<file path="src/rtl/corr_pkt_decode_pkg.sv">
// corrPkt_pkg: packet layout and decoder state encodings shared by the correlator builder and decoder
package corrPkt_pkg;
  localparam int PKT_BYTES   = 5;
  localparam int IDX_WIN     = 0;
  localparam int IDX_X       = 1;
  localparam int IDX_Y       = 2;
  localparam int IDX_ISECT   = 3;
  localparam int IDX_SYMDIFF = 4;
  typedef enum logic [2:0] {
    S_WIN     = 3'd0,
    S_X       = 3'd1,
    S_Y       = 3'd2,
    S_ISECT   = 3'd3,
    S_SYMDIFF = 3'd4
  } state_t;
  typedef struct packed {
    logic [7:0] win_num;
    logic [7:0] count_x;
    logic [7:0] count_y;
    logic [7:0] count_isect;
    logic [7:0] count_symdiff;
  } pkt_rec_t;
  function automatic state_t next_state(input state_t s);
    return s == S_SYMDIFF ? S_WIN : state_t'(s + 3'd1);
  endfunction
endpackage

</file>
<file path="src/rtl/corr_pkt_decode_if.sv">
// corr_pkt_decode_if: bytepipe input, decoded record handshake and gap status of the packet decoder
interface corr_pkt_decode_if #(
  parameter int CNTR_W = 8
);
  logic              i_cg;
  logic              i_flush;
  logic [7:0]        i_bp_data;
  logic              i_bp_valid;
  logic              o_bp_ready;
  logic [7:0]        o_winNum;
  logic [7:0]        o_countX;
  logic [7:0]        o_countY;
  logic [7:0]        o_countIsect;
  logic [7:0]        o_countSymdiff;
  logic              o_pkt_valid;
  logic              i_pkt_ready;
  logic              o_gap;
  logic [7:0]        o_gapSize;
  logic [CNTR_W-1:0] o_gapCount;
  modport master (
    output i_cg, i_flush, i_bp_data, i_bp_valid, i_pkt_ready,
    input  o_bp_ready, o_winNum, o_countX, o_countY, o_countIsect, o_countSymdiff,
           o_pkt_valid, o_gap, o_gapSize, o_gapCount
  );
  modport slave (
    input  i_cg, i_flush, i_bp_data, i_bp_valid, i_pkt_ready,
    output o_bp_ready, o_winNum, o_countX, o_countY, o_countIsect, o_countSymdiff,
           o_pkt_valid, o_gap, o_gapSize, o_gapCount
  );
endinterface

</file>
<file path="src/rtl/corr_pkt_decode_gap.sv">
// corrPktGapCheck: tracks winNum continuity across loaded records and counts discontinuities
module corrPktGapCheck #(
  parameter int CNTR_W = 8
) (
  input  logic              clk,
  input  logic              rst_n,
  input  logic              en,
  input  logic [7:0]        win_num,
  input  logic              load,
  input  logic              flush,
  output logic              gap,
  output logic [7:0]        gap_size,
  output logic [CNTR_W-1:0] gap_count
);
  logic       seen;
  logic [7:0] prev_win;
  logic [7:0] d;
  assign d = win_num - prev_win - 8'd1;
  always_ff @(posedge clk or negedge rst_n)
    if (!rst_n) begin
      seen      <= 1'b0;
      prev_win  <= '0;
      gap       <= 1'b0;
      gap_size  <= '0;
      gap_count <= '0;
    end else if (en) begin
      gap <= 1'b0;
      if (flush) seen <= 1'b0;
      else if (load) begin
        seen     <= 1'b1;
        prev_win <= win_num;
        if (seen && d != 8'd0) begin
          gap       <= 1'b1;
          gap_size  <= d;
          gap_count <= &gap_count ? gap_count : gap_count + CNTR_W'(1);
        end
      end
    end
endmodule

</file>
<file path="src/rtl/corr_pkt_decode.sv">
// corr_pkt_decode: assembles 5-byte correlator packets from a bytepipe into a handshaked record
module corr_pkt_decode
  import corrPkt_pkg::*;
#(
  parameter int CNTR_W  = 8,
  parameter int PKT_LEN = 5
) (
  input  logic             i_clk,
  input  logic             i_rst_n,
  corr_pkt_decode_if.slave bus
);
  if (PKT_LEN != PKT_BYTES) begin : g_len_check
    $error("corr_pkt_decode: PKT_LEN must be %0d", PKT_BYTES);
  end
  state_t                       state_q, state_d;
  logic [0:PKT_BYTES-2][7:0]    asm_q;
  pkt_rec_t                     rec_q;
  logic                         valid_q;
  logic                         xfer;
  logic                         load;
  // the last byte stalls only while the previous record is still unclaimed
  assign bus.o_bp_ready = !(state_q == S_SYMDIFF && valid_q && !bus.i_pkt_ready);
  assign xfer = bus.i_bp_valid && bus.o_bp_ready && bus.i_cg && !bus.i_flush;
  assign load = xfer && state_q == S_SYMDIFF;
  always_comb begin
    state_d = state_q;
    if (bus.i_flush) state_d = S_WIN;
    else if (xfer) state_d = next_state(state_q);
  end
  always_ff @(posedge i_clk or negedge i_rst_n)
    if (!i_rst_n) state_q <= S_WIN;
    else if (bus.i_cg) state_q <= state_d;
  always_ff @(posedge i_clk or negedge i_rst_n)
    if (!i_rst_n) begin
      asm_q   <= '0;
      rec_q   <= '0;
      valid_q <= 1'b0;
    end else if (bus.i_cg) begin
      if (xfer && state_q != S_SYMDIFF) asm_q[state_q[1:0]] <= bus.i_bp_data;
      if (bus.i_flush) valid_q <= 1'b0;
      else if (load) begin
        rec_q   <= {asm_q, bus.i_bp_data};
        valid_q <= 1'b1;
      end else if (bus.i_pkt_ready) valid_q <= 1'b0;
    end
  corrPktGapCheck #(.CNTR_W(CNTR_W)) u_gap (
    .clk       (i_clk),
    .rst_n     (i_rst_n),
    .en        (bus.i_cg),
    .win_num   (asm_q[IDX_WIN]),
    .load      (load),
    .flush     (bus.i_flush),
    .gap       (bus.o_gap),
    .gap_size  (bus.o_gapSize),
    .gap_count (bus.o_gapCount)
  );
  assign bus.o_pkt_valid    = valid_q;
  assign bus.o_winNum       = rec_q.win_num;
  assign bus.o_countX       = rec_q.count_x;
  assign bus.o_countY       = rec_q.count_y;
  assign bus.o_countIsect   = rec_q.count_isect;
  assign bus.o_countSymdiff = rec_q.count_symdiff;
endmodule

</file>
<file path="src/flat_wrapper.sv">
// flat-port wrapper written by rule: the top's interface ports become plain ports
module corr_pkt_decode_flat import corrPkt_pkg::*;
#(
  parameter int CNTR_W  = 8,
  parameter int PKT_LEN = 5
)
  (i_clk, i_rst_n, bus_i_cg, bus_i_flush, bus_i_bp_data, bus_i_bp_valid, bus_i_pkt_ready, bus_o_bp_ready, bus_o_winNum, bus_o_countX, bus_o_countY, bus_o_countIsect, bus_o_countSymdiff, bus_o_pkt_valid, bus_o_gap, bus_o_gapSize, bus_o_gapCount);
  corr_pkt_decode_if #(.CNTR_W(CNTR_W)) bus_i ();
  input  logic i_clk;
  input  logic i_rst_n;
  input wire logic [$bits(bus_i.i_cg)-1:0] bus_i_cg;
  input wire logic [$bits(bus_i.i_flush)-1:0] bus_i_flush;
  input wire logic [$bits(bus_i.i_bp_data)-1:0] bus_i_bp_data;
  input wire logic [$bits(bus_i.i_bp_valid)-1:0] bus_i_bp_valid;
  input wire logic [$bits(bus_i.i_pkt_ready)-1:0] bus_i_pkt_ready;
  output wire logic [$bits(bus_i.o_bp_ready)-1:0] bus_o_bp_ready;
  output wire logic [$bits(bus_i.o_winNum)-1:0] bus_o_winNum;
  output wire logic [$bits(bus_i.o_countX)-1:0] bus_o_countX;
  output wire logic [$bits(bus_i.o_countY)-1:0] bus_o_countY;
  output wire logic [$bits(bus_i.o_countIsect)-1:0] bus_o_countIsect;
  output wire logic [$bits(bus_i.o_countSymdiff)-1:0] bus_o_countSymdiff;
  output wire logic [$bits(bus_i.o_pkt_valid)-1:0] bus_o_pkt_valid;
  output wire logic [$bits(bus_i.o_gap)-1:0] bus_o_gap;
  output wire logic [$bits(bus_i.o_gapSize)-1:0] bus_o_gapSize;
  output wire logic [$bits(bus_i.o_gapCount)-1:0] bus_o_gapCount;
  assign bus_i.i_cg = bus_i_cg;
  assign bus_i.i_flush = bus_i_flush;
  assign bus_i.i_bp_data = bus_i_bp_data;
  assign bus_i.i_bp_valid = bus_i_bp_valid;
  assign bus_i.i_pkt_ready = bus_i_pkt_ready;
  assign bus_o_bp_ready = bus_i.o_bp_ready;
  assign bus_o_winNum = bus_i.o_winNum;
  assign bus_o_countX = bus_i.o_countX;
  assign bus_o_countY = bus_i.o_countY;
  assign bus_o_countIsect = bus_i.o_countIsect;
  assign bus_o_countSymdiff = bus_i.o_countSymdiff;
  assign bus_o_pkt_valid = bus_i.o_pkt_valid;
  assign bus_o_gap = bus_i.o_gap;
  assign bus_o_gapSize = bus_i.o_gapSize;
  assign bus_o_gapCount = bus_i.o_gapCount;
  corr_pkt_decode #(.CNTR_W(CNTR_W), .PKT_LEN(PKT_LEN)) u_core (.i_clk(i_clk), .i_rst_n(i_rst_n), .bus(bus_i));
endmodule
</file>
<file path="config.mk">
export PLATFORM = sky130hd
export DESIGN_NAME = corr_pkt_decode_flat
export DESIGN_NICKNAME = d
export VERILOG_FILES = /design/src/rtl/corr_pkt_decode_pkg.sv /design/src/rtl/corr_pkt_decode_if.sv /design/src/rtl/corr_pkt_decode_gap.sv /design/src/rtl/corr_pkt_decode.sv /design/src/flat_wrapper.sv
export SDC_FILE = /design/constraint.sdc
export NUM_CORES = 1
export LEC_CHECK = 0
export ABC_AREA = 1
export BUFFER_PORTS_ARGS = -buffer_cell sky130_fd_sc_hd__clkbuf_2
export CELL_PAD_IN_SITES_DETAIL_PLACEMENT = 2
export CELL_PAD_IN_SITES_GLOBAL_PLACEMENT = 2
export CORE_MARGIN = 4
export CORE_UTILIZATION = 33
export DETAILED_ROUTE_END_ITERATION = 10
export PLACE_DENSITY = 0.85
export SLEW_MARGIN = 5
export SYNTH_ARGS = -nofsm -noshare
export SYNTH_HDL_FRONTEND = slang
export SYNTH_HIERARCHICAL = 1
export SYNTH_SLANG_ARGS = --single-unit
</file>
<file path="constraint.sdc">
create_clock -name i_clk -period 3.5 [get_ports i_clk]
set_input_delay 0 -clock i_clk [delete_from_list [all_inputs] [get_ports i_clk]]
set_output_delay 0 -clock i_clk [all_outputs]
set_load 0.005 [all_outputs]
</file>
==> parameters.txt <==
Parameter                              Value

Status
  Outcome    finished clean

Critical path
  Category of the worst setup path launch point    flop
  Worst R2R Setup Slack    930 ps
  Endpoint of the worst register-to-register path    u_core/u_gap/gap_count[0]
  Cell count of the worst reg-to-reg path    11
  Worst EP arrival    2810 ps
  Critical Setup Path Class    flop to flop
  Worst path required time    3740 ps
  Startpoint of the most critical register-to-register path    u_core/state_q[0]
  Critical Path Fanout Max    18
  Capture point of the worst path    u_core/u_gap/gap_count[0]
  Crit. End Element    flop
  Launch point of the critical path    u_core/state_q[0]

Clocking
  Number of instances resized during post-cts repair    0
  Clock transition at the registers of the reported paths    70 ps
  Clock tree root driver cell    sky130_fd_sc_hd__clkbuf_16
  Worst-case clock buffer depth    2
  Clock sink count    102
  H-tree levels    3
  TritonCTS clock tree    yes
  Clock Latency Late Sink    360 ps
  Total CTS buffers    9

Logic synthesis
  Mux cell area share after synthesis    0.00231
  Synthesized net count    578
  Syn avg cell area    8.84 um^2
  Synth warnings    6
  Flop and latch count out of synthesis    102
  Synth Cell Area    4870 um^2
  Share of synthesized cell area in full adder, half adder and majority cells    0.0349
  Gate Count Post-Synth    551
  Largest family of logic cells by synthesized area    simple AND/OR/NAND/NOR gates
  Count of flip-flops with a built-in enable after synthesis    0
  Share of the yosys chip area belonging to registers    0.524
  Most used DFF post-synth    sky130_fd_sc_hd__dfrtp_1
  Compound-cell area share of the yosys netlist    0.0894
  Share of synthesized registers carrying an async set or reset    1.00
  Post-synthesis xor/xnor area fraction    0.0144
  Post-synthesis cell type count    31
  Post-Synth Simple-Gate Area    0.247

Power
  Fraction of power consumed by the clock network    0.335
  Switching power total    1.12 mW
  Switching Share    0.333
  Worst VDD drop    244 uV
  Design internal power    2.25 mW
  LEAKAGE    3.17 nW
  Power share of the combinational group    0.228
  Reg power frac    0.437
  Final Total Pwr    3.36 mW
  Power density cells    579 nW/um^2

Global route
  Initial antenna violation count    0
  Total global routing overflow    0
  Pin count of the biggest net entering global routing    78
  First-pass GRT wire length    23.7 mm
  Gr usage total    0.180
  Via count of the first global-routing pass    4560

Timing
  Worst slew margin    0.305
  Period minus WS final    2570 ps
  Share of the cycle needed by the critical path after routing    0.735
  Summed negative setup slack over all endpoints    0 ps
  Final setup violation count    0
  Number of failing hold endpoints at the final stage    0
  F_max    388 MHz
  Worst-Margin Slew    1040 ps
  Layout Skew    8.96 ps
  Pins Over Slew Limit    0
  Unrepaired setup endpoints after global routing    false

Placement
  I/O Buffers    72
  Placed cell area    5370 um^2
  Final weighted congestion in routability-driven placement    0.731
  HPWL after detailed placement    9.88 mm

Layout
  Area of the multi-input gates    1890 um^2
  Final layout net count    663
  Sequential standard cell area    2550 um^2
  P&R area growth vs syn    19.3%
  Most frequent cells in the layout    sky130_fd_sc_hd__nand2_1 (217), sky130_fd_sc_hd__dfrtp_1 (102), sky130_fd_sc_hd__inv_1 (80)
  Post-route cell area    5810 um^2
  Filler cell count    1615
  Fraction of final layout cells sized beyond drive strength 1    0.234
  Antenna Diode Count    0
  Leading cell type in the layout, fill and taps excluded    sky130_fd_sc_hd__nand2_1

Drt
  Remaining design rule violation count    0
  Total via count in the routed design    3994
  Post-detailed-route via-to-cell ratio    4.84
  Starting DRC count in detailed routing    213
  First-pass iteration count of the detailed router    4
  Wire length per cell after detailed routing    17.2 um
  Routed wire length    14.2 mm
  Residual antenna-violating net count after detailed routing    0

Run
  Maximum Capacitance Violations    0

Die
  Die ar.    16800 um^2
  Io pins    73
  Horizontal die dimension    129 um
  Cell row count    44
  Core area    14500 um^2
  Height of the die    129 um
  Starting utilization of the core area    0.336

Hold path
  Class of the worst hold path    input pin to flop
==> layer usage <==
| metal | vias up | global-route usage | wire (um) |
|---|---|---|---|
| met2 | 59 | 0.330 | 7510 |
| met3 | 16 | 0.0330 | 404 |
| met4 | 0 | 0.0550 | 216 |
| met1 | 2043 | 0.215 | 6080 |
| li1 | 1876 | - | - |
| met5 | - | 0 | 0 |
==> state kept, by name (all words and copies together), names as in the netlist <==
register	cells
u_core/bus.o_countSymdiff	8
u_core/u_gap/seen	1
u_core/u_gap/gap	1
u_core/state_q	3
u_core/bus.o_pkt_valid	1
u_core/asm_q	32
u_core/bus.o_countY	8
u_core/bus.o_countX	8
u_core/bus.o_countIsect	8
u_core/u_gap/prev_win	8
u_core/bus.o_winNum	8
u_core/u_gap/gap_count	8
u_core/u_gap/gap_size	8
==> final cells by class <==
cell class,instances,share of cell area
clock buffers,9,0.0388
clock inverters,7,0.0179
inverters,83,0.0536
multi-input cells,354,0.326
flip-flops and latches,102,0.439
well taps,184,0.0396
repair buffers,86,0.0853
==> critical path, cell delays in order, from the launching register on <==
cell	delay (ps)
sky130_fd_sc_hd__dfrtp_1	420
sky130_fd_sc_hd__inv_1	140
sky130_fd_sc_hd__ha_1	230
sky130_fd_sc_hd__nand2_2	100
sky130_fd_sc_hd__inv_1	120
sky130_fd_sc_hd__nand4_4	80
sky130_fd_sc_hd__inv_1	60
sky130_fd_sc_hd__inv_1	60
sky130_fd_sc_hd__nor3_4	650
sky130_fd_sc_hd__nand3_2	350
sky130_fd_sc_hd__nand2_1	150
sky130_fd_sc_hd__nand2_1	90
==> cell usage after synthesis (all sizes together) (2+ instances only) <==
cell type / instances / area, um^2
a21oi: 10 / 50.1
buf: 11 / 111
dfrtp: 102 / 2550
ha: 12 / 150
inv: 82 / 308
nand2: 219 / 832
nand3: 15 / 97.6
nand4: 19 / 149
nor2: 20 / 90.1
nor3: 2 / 21.3
o21ai: 43 / 365
or2: 2 / 15.0
xor2: 7 / 61.3
==> stage by stage <==
stage	worst slack, ps	hold WS [ps]	cells	util
3_3_place_gp	1180	234	798	0.371
5_1_grt	648	173	825	0.401
4_1_cts	929	136	825	0.401
3_5_place_dp	987	262	798	0.371
2_1_floorplan	1260	-296	551	-
6_report	926	134	825	0.401
==> logic make-up (layout without fill, tap and decap cells) <==
| family | count (synthesis) | count (layout) |
|---|---|---|
| mux | 1 | 1 |
| fa+ha+maj | 13 | 13 |
| simple gates | 277 | 277 |
| compound gates | 55 | 55 |
| buf+inv | 95 | 185 |
| xor+xnor | 8 | 8 |
| flops | 102 | 102 |
==> power groups by stage <==
stage | registers, mW | clock network, mW | logic, mW
2_1_floorplan | 1.45 | 0 | 0.520
3_3_place_gp | 1.47 | 0 | 0.696
3_5_place_dp | 1.49 | 0 | 0.758
4_1_cts | 1.47 | 1.17 | 0.790
5_1_grt | 1.49 | 1.22 | 0.897
6_report | 1.47 | 1.13 | 0.767
==> repair_timing <==
item                      in CTS  in global routing
hold endpoints to repair     116                  0
buffers inserted               0                  0
hold buffers                  11                  0
==> how the worst min path moves through the flow <==
stage | startpoint | to | slack [ps] | cells past startpoint
after detailed placement | i_rst_n | u_core/u_gap/gap_size[4] | 260 | 1
final | bus_i_bp_valid | u_core/state_q[1] | 130 | 5
after global routing | bus_i_cg | u_core/bus.o_pkt_valid | 170 | 2
after global placement | i_rst_n | u_core/u_gap/gap_size[4] | 230 | 1
after floorplan | i_rst_n | u_core/asm_q[0] | -300 | 0
after CTS | bus_i_cg | u_core/bus.o_pkt_valid | 140 | 2
Note: power is estimated with default switching activity, not from simulation.
